<file path="config.mk">
export PLATFORM = sky130hd
export DESIGN_NAME = led_matrix_scanner
export DESIGN_NICKNAME = d
export VERILOG_FILES = /design/src/rtl/led_matrix_scanner.sv
export SDC_FILE = /design/constraint.sdc
export NUM_CORES = 1
export LEC_CHECK = 0
export ABC_AREA = 1
export CAP_MARGIN = 10
export CORE_ASPECT_RATIO = 2
export CORE_MARGIN = 2
export CORE_UTILIZATION = 35
export DETAILED_ROUTE_END_ITERATION = 12
export HOLD_SLACK_MARGIN = 0.05
export PLACE_DENSITY = 0.71
export SYNTH_ARGS = -nofsm -noshare
export SYNTH_HDL_FRONTEND = slang
export SYNTH_SLANG_ARGS = --single-unit
</file>
<file path="constraint.sdc">
create_clock -name clk -period 1.6 [get_ports clk]
set_input_delay 0.16 -clock clk [delete_from_list [all_inputs] [get_ports clk]]
set_output_delay 0.16 -clock clk [all_outputs]
set_load 0.02 [all_outputs]
</file>
<file path="src/rtl/led_matrix_scanner.sv">
// led_matrix_scanner
// Row-scan sequencer for an 8x8 LED matrix. Fetches one row of pixels at a
// time from a double-buffered frame store, lights it for DWELL_CYCLES, then
// moves to the next row. Front/back buffer swaps are taken only at the frame
// boundary (end of row 7) so a frame is never shown torn.
//
// Optional feature macro: LED_MATRIX_BLANK_EN
//   defined   : BLANK_CYCLES dark cycles are inserted between FETCH and SHOW
//               on every row to suppress ghosting.
//   undefined : FETCH goes straight to SHOW.
//
// Ports
//   clk         in   system clock
//   rst         in   synchronous active-high reset
//   rd_req      out  row fetch request, held until rd_valid is sampled
//   rd_addr     out  {buf_sel, row_idx[2:0]}
//   rd_data     in   row pixels, bit n drives col[n]
//   rd_valid    in   fetch complete, rd_data valid this cycle
//   swap_req    in   single-cycle buffer swap request
//   swap_ack    out  single-cycle pulse when the swap takes effect
//   buf_sel     out  buffer being displayed (writer uses ~buf_sel)
//   frame_start out  pulse on the first FETCH cycle of row 0
//   row         out  one-hot active-high row select, zero when dark
//   col         out  active-high column data, zero when dark
//
// All outputs are registered from next-state values, so they line up with
// the state that the same edge enters.

module led_matrix_scanner #(
    parameter int DWELL_CYCLES = 27000,
    parameter int BLANK_CYCLES = 64
) (
    input  logic       clk,
    input  logic       rst,
    output logic       rd_req,
    output logic [3:0] rd_addr,
    input  logic [7:0] rd_data,
    input  logic       rd_valid,
    input  logic       swap_req,
    output logic       swap_ack,
    output logic       buf_sel,
    output logic       frame_start,
    output logic [7:0] row,
    output logic [7:0] col
);

    localparam int MAX_CYCLES = (DWELL_CYCLES > BLANK_CYCLES) ? DWELL_CYCLES : BLANK_CYCLES;
    localparam int CNT_W      = (MAX_CYCLES > 1) ? $clog2(MAX_CYCLES) : 1;
    localparam logic [CNT_W-1:0] DWELL_LAST = CNT_W'(DWELL_CYCLES - 1);
`ifdef LED_MATRIX_BLANK_EN
    localparam logic [CNT_W-1:0] BLANK_LAST = CNT_W'(BLANK_CYCLES - 1);
`endif

    typedef enum logic [1:0] {
        RESET_IDLE = 2'd0,
        FETCH      = 2'd1,
        BLANK      = 2'd2,
        SHOW       = 2'd3
    } state_t;

    state_t           state_q, state_d;
    logic [2:0]       row_idx_q, row_idx_d;
    logic [CNT_W-1:0] cnt_q, cnt_d;
    logic [7:0]       data_q, data_d;
    logic             buf_sel_q, buf_sel_d;
    logic             swap_pending_q, swap_pending_d;
    logic             swap_now;
    logic             dwell_done;
    logic             frame_start_d;

    logic             rd_req_q;
    logic [3:0]       rd_addr_q;
    logic             swap_ack_q;
    logic             frame_start_q;
    logic [7:0]       row_q;
    logic [7:0]       col_q;

    always_comb begin
        state_d        = state_q;
        row_idx_d      = row_idx_q;
        cnt_d          = cnt_q;
        data_d         = data_q;
        buf_sel_d      = buf_sel_q;
        swap_pending_d = swap_pending_q;

        dwell_done = (cnt_q == DWELL_LAST);

        // A request arriving in the boundary cycle itself is honoured there;
        // extra requests while one is pending simply merge into it.
        swap_now = (state_q == SHOW) && dwell_done && (row_idx_q == 3'd7)
                   && (swap_pending_q || swap_req);
        if (swap_now) begin
            buf_sel_d      = ~buf_sel_q;
            swap_pending_d = 1'b0;
        end else if (swap_req) begin
            swap_pending_d = 1'b1;
        end

        case (state_q)
            RESET_IDLE: begin
                state_d   = FETCH;
                row_idx_d = 3'd0;
                cnt_d     = '0;
            end
            FETCH: begin
                if (rd_valid) begin
                    data_d = rd_data;
                    cnt_d  = '0;
`ifdef LED_MATRIX_BLANK_EN
                    state_d = BLANK;
`else
                    state_d = SHOW;
`endif
                end
            end
`ifdef LED_MATRIX_BLANK_EN
            BLANK: begin
                if (cnt_q == BLANK_LAST) begin
                    state_d = SHOW;
                    cnt_d   = '0;
                end else begin
                    cnt_d = cnt_q + 1'b1;
                end
            end
`endif
            SHOW: begin
                if (dwell_done) begin
                    state_d   = FETCH;
                    row_idx_d = row_idx_q + 3'd1;
                    cnt_d     = '0;
                end else begin
                    cnt_d = cnt_q + 1'b1;
                end
            end
            default: begin
                state_d = RESET_IDLE;
            end
        endcase

        // Pulse only on entry into FETCH for row 0, not on wait cycles.
        frame_start_d = (state_d == FETCH) && (state_q != FETCH) && (row_idx_d == 3'd0);
    end

    always_ff @(posedge clk) begin
        if (rst) begin
            state_q        <= RESET_IDLE;
            row_idx_q      <= 3'd0;
            cnt_q          <= '0;
            buf_sel_q      <= 1'b0;
            swap_pending_q <= 1'b0;
            rd_req_q       <= 1'b0;
            rd_addr_q      <= 4'd0;
            swap_ack_q     <= 1'b0;
            frame_start_q  <= 1'b0;
            row_q          <= 8'd0;
            col_q          <= 8'd0;
        end else begin
            state_q        <= state_d;
            row_idx_q      <= row_idx_d;
            cnt_q          <= cnt_d;
            buf_sel_q      <= buf_sel_d;
            swap_pending_q <= swap_pending_d;
            rd_req_q       <= (state_d == FETCH);
            rd_addr_q      <= {buf_sel_d, row_idx_d};
            swap_ack_q     <= swap_now;
            frame_start_q  <= frame_start_d;
            row_q          <= (state_d == SHOW) ? (8'd1 << row_idx_d) : 8'd0;
            col_q          <= (state_d == SHOW) ? data_d : 8'd0;
        end
    end

    // Fetched row pixels; only ever observed through col_q, so no reset.
    always_ff @(posedge clk) begin
        data_q <= data_d;
    end

    assign rd_req      = rd_req_q;
    assign rd_addr     = rd_addr_q;
    assign swap_ack    = swap_ack_q;
    assign buf_sel     = buf_sel_q;
    assign frame_start = frame_start_q;
    assign row         = row_q;
    assign col         = col_q;

endmodule

</file>
==> impl_metrics.ini, run 1 <==
[pwr]
powerDensity_mw_per_mm2 = 930.9
power.total_mw = 2.852
p_seq_frac = 0.452
comb_power_share = 0.114
peakVddDrop_uv = 872.6
leakage_nw = 1.262
swShare = 0.2318
power_switching_mw = 0.6612
clkPwrFrac = 0.434
p_int_mw = 2.191

[routing]
drt_pass1_iterations = 4
wl_per_cell_um = 14.35
vias = 2005
ant_nets = 0
drt_iter0_drc = 58
via_per_inst = 4.926
drt_wl_total_um = 5839
drc = 0

[placement]
dp.cells = 393
port_buffers = 35
dp_hpwl_um = 4299
postPlaceCellArea_mm2 = 0.002654
routabilityCongestion = 0.9838

[logic_synthesis]
ys_top_cells_by_area = dfxtp_1, nand2_1, nor2_1, inv_1, ha_1
yosysSeqAreaShare = 0.4542
ys_ff_latch = 49
syn_nets = 305
synth_top_cell_by_area = dfxtp_1
synth_cells = 287
yosysMostFrequentCell = nand2_1
synth-warning-count = 0
netlist-cell-type-count = 28
ys.flop_type = dfxtp_1
synth_area_per_cell_um2 = 7.525
synth_top_area_share = 0.4542
netlist_area_mm2 = 0.002160
synth_edf_count = 0
ys_async_sr_fraction = 0
synth_commonest_cells = nand2_1, nor2_1, dfxtp_1

[sta]
setup_viol = 0
final_max_slew_viol_count = 0
rsz0062_at_grt = true
fin_tns_setup_ps = 0
hold_violations = 0
finClkSkew_ps = 2.791
timing.fmax_ghz = 0.6276
fin_crit_ps = 1593
worstMarginPinSlew_ps = 398.2
holdWs_ps = 493.8
relSlewSlack = 0.7321
min_period_over_period = 0.9958

[global_route]
grt_max_degree = 16
grt_usage = 0.1753
grt_pass1_vias = 2022
overflow = 0
antenna_found_initial = 0
grt_pass1_wl_um = 8845

[worst_setup_path]
critPathKind = flip-flop to flip-flop
worstPathRequired_ps = 1790
reg2reg_from = state_q[0]$_SDFF_PP0_
crit_fanout = 6
cp.arrival_ps = 1780
end_kind = flip-flop
startpoint_type = flip-flop
startpoint = state_q[0]$_SDFF_PP0_

[min_path]
holdCritPathClass = input port to flip-flop
min-delay-start = rd_data[6]

[finish]
drive_gt1_frac = 0.2878
area_growth_pct = 41.89
antenna_cells = 0
fin_cells = 407
fin_nets = 361
nFillCells = 564
fin_area_mm2 = 0.003064

[clock_tree]
cts_buffers = 5
cts_tree = built
h-tree-depth = 2
ctsHoldBuffers = 0
numClockSinks = 49
path_clk_slew_ps = 60
clkLatencyLatePin_ps = 290
clk_path_buf_depth = 2
root_buffer = clkbuf_16

[die]
io_pins = 36
die_w_um = 59.55
num_rows = 40
initial_utilization = 0.3596
coreArea_mm2 = 0.006006
die_area_mm2 = 0.006853
chipHeight_um = 115.1

[job]
drv_cap = 0

[outcome]
status = completed
final timing paths:
path,end,slack [ps],cells past startpoint
worst max-delay path,cnt_q[13]$_SDFFE_PP0P_,7,9
worst min-delay path,data_q[6]$_DFF_P_,490,3
worst max register to register,cnt_q[13]$_SDFFE_PP0P_,7,9
worst min register to register,buf_sel$_SDFFE_PP0P_,510,1
power groups by stage:
stage / clock, mW / combinational [mW] / sequential, mW
floorplan: 0 / 0.156 / 1.33
global placement: 0 / 0.266 / 1.31
detailed placement: 0 / 0.272 / 1.32
CTS: 1.25 / 0.277 / 1.29
global route: 1.30 / 0.350 / 1.29
finish: 1.24 / 0.324 / 1.29
per-layer routing:
layer / GRT usage / vias up / share of wire
met5: 0 / - / 0
met4: 0.1141 / 0 / 0.072
met3: 0.02812 / 29 / 0.034
met2: 0.3568 / 55 / 0.58
met1: 0.1380 / 913 / 0.31
li1: - / 1008 / -
sequential cells by signal, summed over array words and instances, names as in the netlist:
name	count
rd_req	1
cnt_q	15
swap_pending_q	1
data_q	8
buf_sel	1
rd_addr	1
row	8
swap_ack	1
col	8
row_idx_q	2
frame_start	1
state_q	2
layout by cell type, fill, tap and decap left out, types with 2 or more instances in the layout:
cell             instances
nor4_1                   2
clkbuf_16                5
nor2_1                  46
nand2_4                  7
nand2_1                 44
inv_2                   10
a21oi_2                  2
inv_4                    2
dfxtp_1                 45
buf_4                   15
ha_1                     3
nor3_1                   7
nor2_4                   6
clkdlybuf4s50_1         35
or2_2                    9
a21oi_1                  7
nor2_2                   7
nand3_2                  4
inv_1                   29
nor3_2                   4
nand3_1                 11
ha_4                     3
dfxtp_4                  4
o21ai_1                  2
nand2_2                 12
o21ai_0                 11
stage by stage:
| step | util | worst slack (ps) |
|---|---|---|
| floorplan | - | 69.42 |
| global placement | 0.4419 | -23.92 |
| detailed placement | 0.4419 | -23.03 |
| CTS | 0.4760 | 0.08471 |
| global route | 0.5102 | -31.48 |
| finish | 0.5102 | 6.680 |
kinds of logic after synthesis:
family          synth area share
flops                     0.4542
buf+inv                  0.08170
simple gates              0.3731
compound gates           0.05620
fa+ha+maj                0.03476
repair_timing:
| item | 4_1_cts | 5_1_grt |
|---|---|---|
| setup buffers | 1 | 3 |
| endpoints found under the hold margin | 0 | 0 |
| endpoints found under the setup margin | 8 | 44 |
| resized for setup | 7 | 45 |
| gates cloned | 0 | 2 |
| pin swaps | 5 | 11 |
layout make-up:
| class | count | area, um^2 | share of cell area |
|---|---|---|---|
| Clock inverter | 2 | 37.54 | 0.01225 |
| Clock buffer | 6 | 138.9 | 0.04532 |
| Multi-Input combinational cell | 195 | 1180 | 0.3851 |
| Timing Repair inverter | 1 | 6.256 | 0.002042 |
| Inverter | 41 | 163.9 | 0.05349 |
| Timing Repair Buffer | 50 | 462.9 | 0.1511 |
| Sequential cell | 49 | 996.0 | 0.3250 |
| Tap cell | 63 | 78.83 | 0.02572 |
worst max-delay path, cell delays in order, from the launching register on:
cell and delay (ps):
dfxtp_4 380, inv_2 50, ha_4 270, nand2_2 90, nand2_8 130, inv_8 60
nor3_2 120, nand3_1 130, a21oi_2 210, nor2_1 60
Power figures use the tool's default switching activity.
==> inputs of run 2 (changes only) <==
Settings changed: CORE_UTILIZATION 35 to 47, PLACE_DENSITY 0.71 to 0.87.
==> run 2 against run 1 <==
Compared with the run above:
- the run now ends with setup timing left
- global-route usage up 3.9 points
- worst hold slack got worse by 5.6 ps
- clock power decreased by 39%
- first-iteration DRC count rose by 10%
- total power fell by 16%
- critical endpoint is now cnt_q[7]$_SDFFE_PP0P_
==> impl_metrics.ini, run 2 (synthesized netlist as in run 1, its figures left out) <==
[outcome]
status = finished, violations left
violations = setup timing

[pwr]
comb_power_share = 0.141
power_switching_mw = 0.6533
power.total_mw = 2.383
swShare = 0.2741
p_seq_frac = 0.542
clkPwrFrac = 0.317
leakage_nw = 1.253
peakVddDrop_uv = 753.0
powerDensity_mw_per_mm2 = 798.3
p_int_mw = 1.730

[routing]
via_per_inst = 5.282
ant_nets = 0
drt_iter0_drc = 64
drc = 0
drt_pass1_iterations = 4
drt_wl_total_um = 6419
vias = 2118
wl_per_cell_um = 16.01

[clock_tree]
numClockSinks = 49
clk_path_buf_depth = 2
cts_buffers = 5
root_buffer = clkbuf_8
path_clk_slew_ps = 90
clkLatencyLatePin_ps = 310
h-tree-depth = 2
ctsHoldBuffers = 0
cts_tree = built

[worst_setup_path]
startpoint_type = flip-flop
cp.arrival_ps = 1840
worstPathRequired_ps = 1800
end_kind = flip-flop
critPathKind = flip-flop to flip-flop
crit_fanout = 5

[finish]
largest_reg_flops = 15
final_cell_mix = nor2_1, dfxtp_1, nand2_1, clkdlybuf4s50_1, inv_1
fin_nets = 364
antenna_cells = 0
nFillCells = 299
fin_area_mm2 = 0.002985
regMostFlops = cnt_q
drive_gt1_frac = 0.2911
area_growth_pct = 38.24

[global_route]
grt_pass1_wl_um = 8280
overflow = 0
grt_usage = 0.2146
grt_max_degree = 16
antenna_found_initial = 0
grt_pass1_vias = 1957

[sta]
finClkSkew_ps = 4.280
fin_crit_ps = 1647
timing.fmax_ghz = 0.6072
rsz0062_at_grt = true
final_max_slew_viol_count = 0
min_period_over_period = 1.029
relSlewSlack = 0.7749
hold_violations = 0
setup_viol = 7
worstMarginPinSlew_ps = 337.3
setup_ws_ps = -47.01

[die]
chipHeight_um = 99.86
initial_utilization = 0.4929
io_pins = 36
die_w_um = 51.93
num_rows = 34
coreArea_mm2 = 0.004382
die_area_mm2 = 0.005186

[placement]
dp_hpwl_um = 4019
port_buffers = 35
routabilityCongestion = 0.9373
postPlaceCellArea_mm2 = 0.002643

[job]
drv_cap = 0

[min_path]
holdCritPathClass = input port to flip-flop
[run 2: changes by cell type in the layout (fill, tap and decap cells not counted), sizes merged]
cell,delta
inv,-1
bufinv,-1
buf,+4
clkinvlp,+1
[run 2: worst paths after layout]
path	startpoint	end	slack, ps	depth (start not counted)
hold / removal	rd_data[5]	data_q[5]$_DFF_P_	490	3
hold reg to reg	swap_pending_q$_SDFFE_PP0P_	swap_pending_q$_SDFFE_PP0P_	500	2
setup reg to reg	state_q[1]$_SDFF_PP0_	cnt_q[7]$_SDFFE_PP0P_	-50	9
setup / recovery	state_q[1]$_SDFF_PP0_	cnt_q[7]$_SDFFE_PP0P_	-50	9
[run 2: metal layers]
layer,global-route usage,routed length (um)
met5,0,0
met4,0.1275,376
met3,0.04018,260
met2,0.4148,3606
met1,0.1899,2176
[run 2: power by group through the flow]
stage / combinational (mW) / sequential (mW) / clock, mW
after floorplan: 0.156 / 1.33 / 0
after global placement: 0.268 / 1.31 / 0
final: 0.337 / 1.29 / 0.755
after detailed placement: 0.278 / 1.32 / 0
after global routing: 0.364 / 1.29 / 0.805
after CTS: 0.286 / 1.29 / 0.733
[run 2: area by class of cell]
cell class,instances,area (um^2),share of cell area
clock inverters,2,15.01,0.005029
flip-flops and latches,49,991.0,0.3319
repair buffers,54,493.0,0.1651
inverters,41,161.4,0.05407
multi-input cells,195,1185,0.3969
well taps,54,67.56,0.02263
clock buffers,6,72.57,0.02431
[run 2: critical path, stage by stage, from the launching register on]
cell and delay (ps):
dfxtp_2 400, inv_2 70, ha_4 170, nand2_2 120, nand2_4 90, nand2_1 140
nor2_4 70, buf_4 130, o21ai_0 270, nor2_1 80
[run 2: timing repair]
| item | in CTS | in global routing |
|---|---|---|
| endpoints found under the hold margin | 0 | 0 |
| setup buffers | 1 | 7 |
| resized for setup | 5 | 45 |
| pin swaps | 2 | 13 |
| setup endpoints to repair | 15 | 40 |
| cloned | 0 | 1 |
[run 2: stage by stage]
stage	cells	setup slack [ps]	util	TNS, ps	hold WS [ps]
6_report	401	-47.01	0.6813	-160.9	488.2
5_1_grt	401	-118.4	0.6813	-960.0	507.2
4_1_cts	393	-4.535	0.6265	-4.535	480.3
3_5_place_dp	384	-31.46	0.6031	-82.14	479.0
3_3_place_gp	384	0.3987	0.6031	0	463.9
2_1_floorplan	287	69.42	-	0	311.1
==> inputs of run 3 (changes only) <==
Settings changed: ABC_AREA 1 to unset.
==> run 3 against run 2 <==
Compared with the run above:
- the flow still finishes with violations (setup timing)
- routed wire length up 3.2%
- largest cell class unchanged
- clock skew up 2.4 ps
- via count down 1.6%
- worst setup slack worse by 450 ps
==> impl_metrics.ini, run 3 <==
[die]
io_pins = 36
die_w_um = 50.87
initial_utilization = 0.4805
num_rows = 34
coreArea_mm2 = 0.004297
die_area_mm2 = 0.004971
chipHeight_um = 97.73

[finish]
largest_reg_flops = 15
final_cell_mix = buf_4, dfxtp_1, clkdlybuf4s50_1, nor2_1, nand2_1
antenna_cells = 0
regMostFlops = cnt_q
mostFrequentLayoutCell = buf_4
fin_util = 0.7557
area_growth_pct = 57.27
fin_nets = 314
drive_gt1_frac = 0.3636
nFillCells = 253

[sta]
holdWs_ps = 469.3
fin_crit_ps = 2095
timing.fmax_ghz = 0.4774
min_period_over_period = 1.309
setup_viol = 40
hold_violations = 0
final_max_slew_viol_count = 0
relSlewSlack = 0.6624
worstMarginPinSlew_ps = 501.7
finClkSkew_ps = 6.679
rsz0062_at_grt = true
setup_ws_ps = -494.8

[logic_synthesis]
synth_area_per_cell_um2 = 9.831
ys.flop_type = dfxtp_1
synth-warning-count = 0
synth_edf_count = 0
synth_top_area_share = 0.4752
ys_top_cells_by_area = dfxtp_1, mux2_2, ha_1, nor3_1, nor2b_1
yosysMostFrequentCell = dfxtp_1
ys_async_sr_fraction = 0
syn_nets = 228
ys_ff_latch = 49
synth_top_cell_by_area = dfxtp_1
netlist-cell-type-count = 44
synth_commonest_cells = dfxtp_1, nor3_1, nor2_1
yosysSeqAreaShare = 0.4752
netlist_area_mm2 = 0.002064
synth_cells = 210

[worst_setup_path]
crit_fanout = 3
r2r_end = cnt_q[6]$_SDFFE_PP0P_
startpoint_type = flip-flop
worstPathRequired_ps = 1800
startpoint = cnt_q[8]$_SDFFE_PP0P_
cp.arrival_ps = 2290
r2r_slack_ps = -490
end_kind = flip-flop
r2r_cells = 7
critPathKind = flip-flop to flip-flop
reg2reg_from = cnt_q[8]$_SDFFE_PP0P_

[min_path]
min-delay-start = rd_data[6]
holdPathEnd = data_q[6]$_DFF_P_
holdCritPathClass = input port to flip-flop
hold_depth = 2

[clock_tree]
ctsHoldBuffers = 0
cts_buffers = 5
h-tree-depth = 2
path_clk_slew_ps = 90
root_buffer = clkbuf_8
clkLatencyLatePin_ps = 310
clk_path_buf_depth = 2
cts_tree = built
numClockSinks = 49

[global_route]
grt_pass1_wl_um = 9459
grt_usage = 0.2510
grt_pass1_vias = 2023
grt_max_degree = 15
antenna_found_initial = 0
overflow = 0

[routing]
via_per_inst = 5.940
drt_pass1_iterations = 4
drt_iter0_drc = 65
drt_wl_total_um = 6626
vias = 2085
ant_nets = 0
wl_per_cell_um = 18.88
drc = 0

[placement]
dp_hpwl_um = 3880
routabilityCongestion = 0.8695
port_buffers = 35

[pwr]
powerDensity_mw_per_mm2 = 808.0
peakVddDrop_uv = 593.1
leakage_nw = 1.245

[outcome]
status = finished, violations left
violations = setup timing

[job]
drv_cap = 0
[run 3: timing repair]
action | CTS | global route
setup buffers | 3 | 4
endpoints found under the setup margin | 48 | 41
cloned | 1 | 0
endpoints found under the hold margin | 0 | 0
pin swaps | 12 | 6
gates resized for setup | 36 | 16
[run 3: worst max-delay path by stage]
stage	slack, ps	to	cells past startpoint
floorplan	-450	row[0]$_SDFF_PP0_	5
CTS	-410	row[6]$_SDFF_PP0_	6
global route	-520	row[4]$_SDFF_PP0_	6
detailed placement	-480	rd_req$_SDFF_PP0_	5
global placement	-400	buf_sel$_SDFFE_PP0P_	4
finish	-490	cnt_q[6]$_SDFFE_PP0P_	7
[run 3: power by group]
part | switching [mW] | internal (mW)
logic | 0.205 | 0.210
registers | 0.0223 | 1.29
clock network | 0.391 | 0.509
[run 3: cell type report]
cell class | instances | area, um^2 | area share
clock buffers | 7 | 86.33 | 0.02659
clock inverters | 1 | 30.03 | 0.009249
inverters | 6 | 22.52 | 0.006936
multi-input cells | 145 | 1239 | 0.3815
flip-flops and latches | 49 | 992.2 | 0.3056
well taps | 54 | 67.56 | 0.02081
repair buffers | 89 | 809.5 | 0.2493
[run 3: layer usage]
metal / GRT usage / vias up / wire [um] / part of all wire
met5: 0 / - / 0 / 0
met4: 0.1476 / 0 / 387 / 0.058
met3: 0.04434 / 40 / 253 / 0.038
met2: 0.4889 / 111 / 3803 / 0.57
met1: 0.2239 / 1006 / 2181 / 0.33
li1: - / 928 / - / -
[run 3: worst max-delay path, stage by stage, from the launching register on]
cell,delay (ps)
dfxtp_1,400
or4b_4,510
buf_6,140
buf_4,140
o41ai_4,340
buf_4,210
nor2_2,40
a22o_1,200
[run 3: cell families (layout without fill, tap and decap cells)]
logic type / after synthesis / after routing / synth area share
mux: 17 / 17 / 0.08970
fa+ha+maj: 6 / 6 / 0.03636
flops: 49 / 49 / 0.4752
buf+inv: 16 / 103 / 0.04061
simple gates: 87 / 87 / 0.2321
xor+xnor: 9 / 9 / 0.03818
compound gates: 26 / 26 / 0.08789
[run 3: metrics by stage]
stage	setup TNS [ps]	setup WS (ps)	power (mW)	area [um^2]	instances
after detailed placement	-13430	-476.6	1.695	2833	335
after global placement	-10960	-402.0	1.678	2833	335
after CTS	-11250	-405.9	2.605	3131	347
after floorplan	-13070	-454.4	1.532	2118	210
after global routing	-17320	-521.7	2.700	3247	351
final	-16080	-494.8	2.623	3247	351
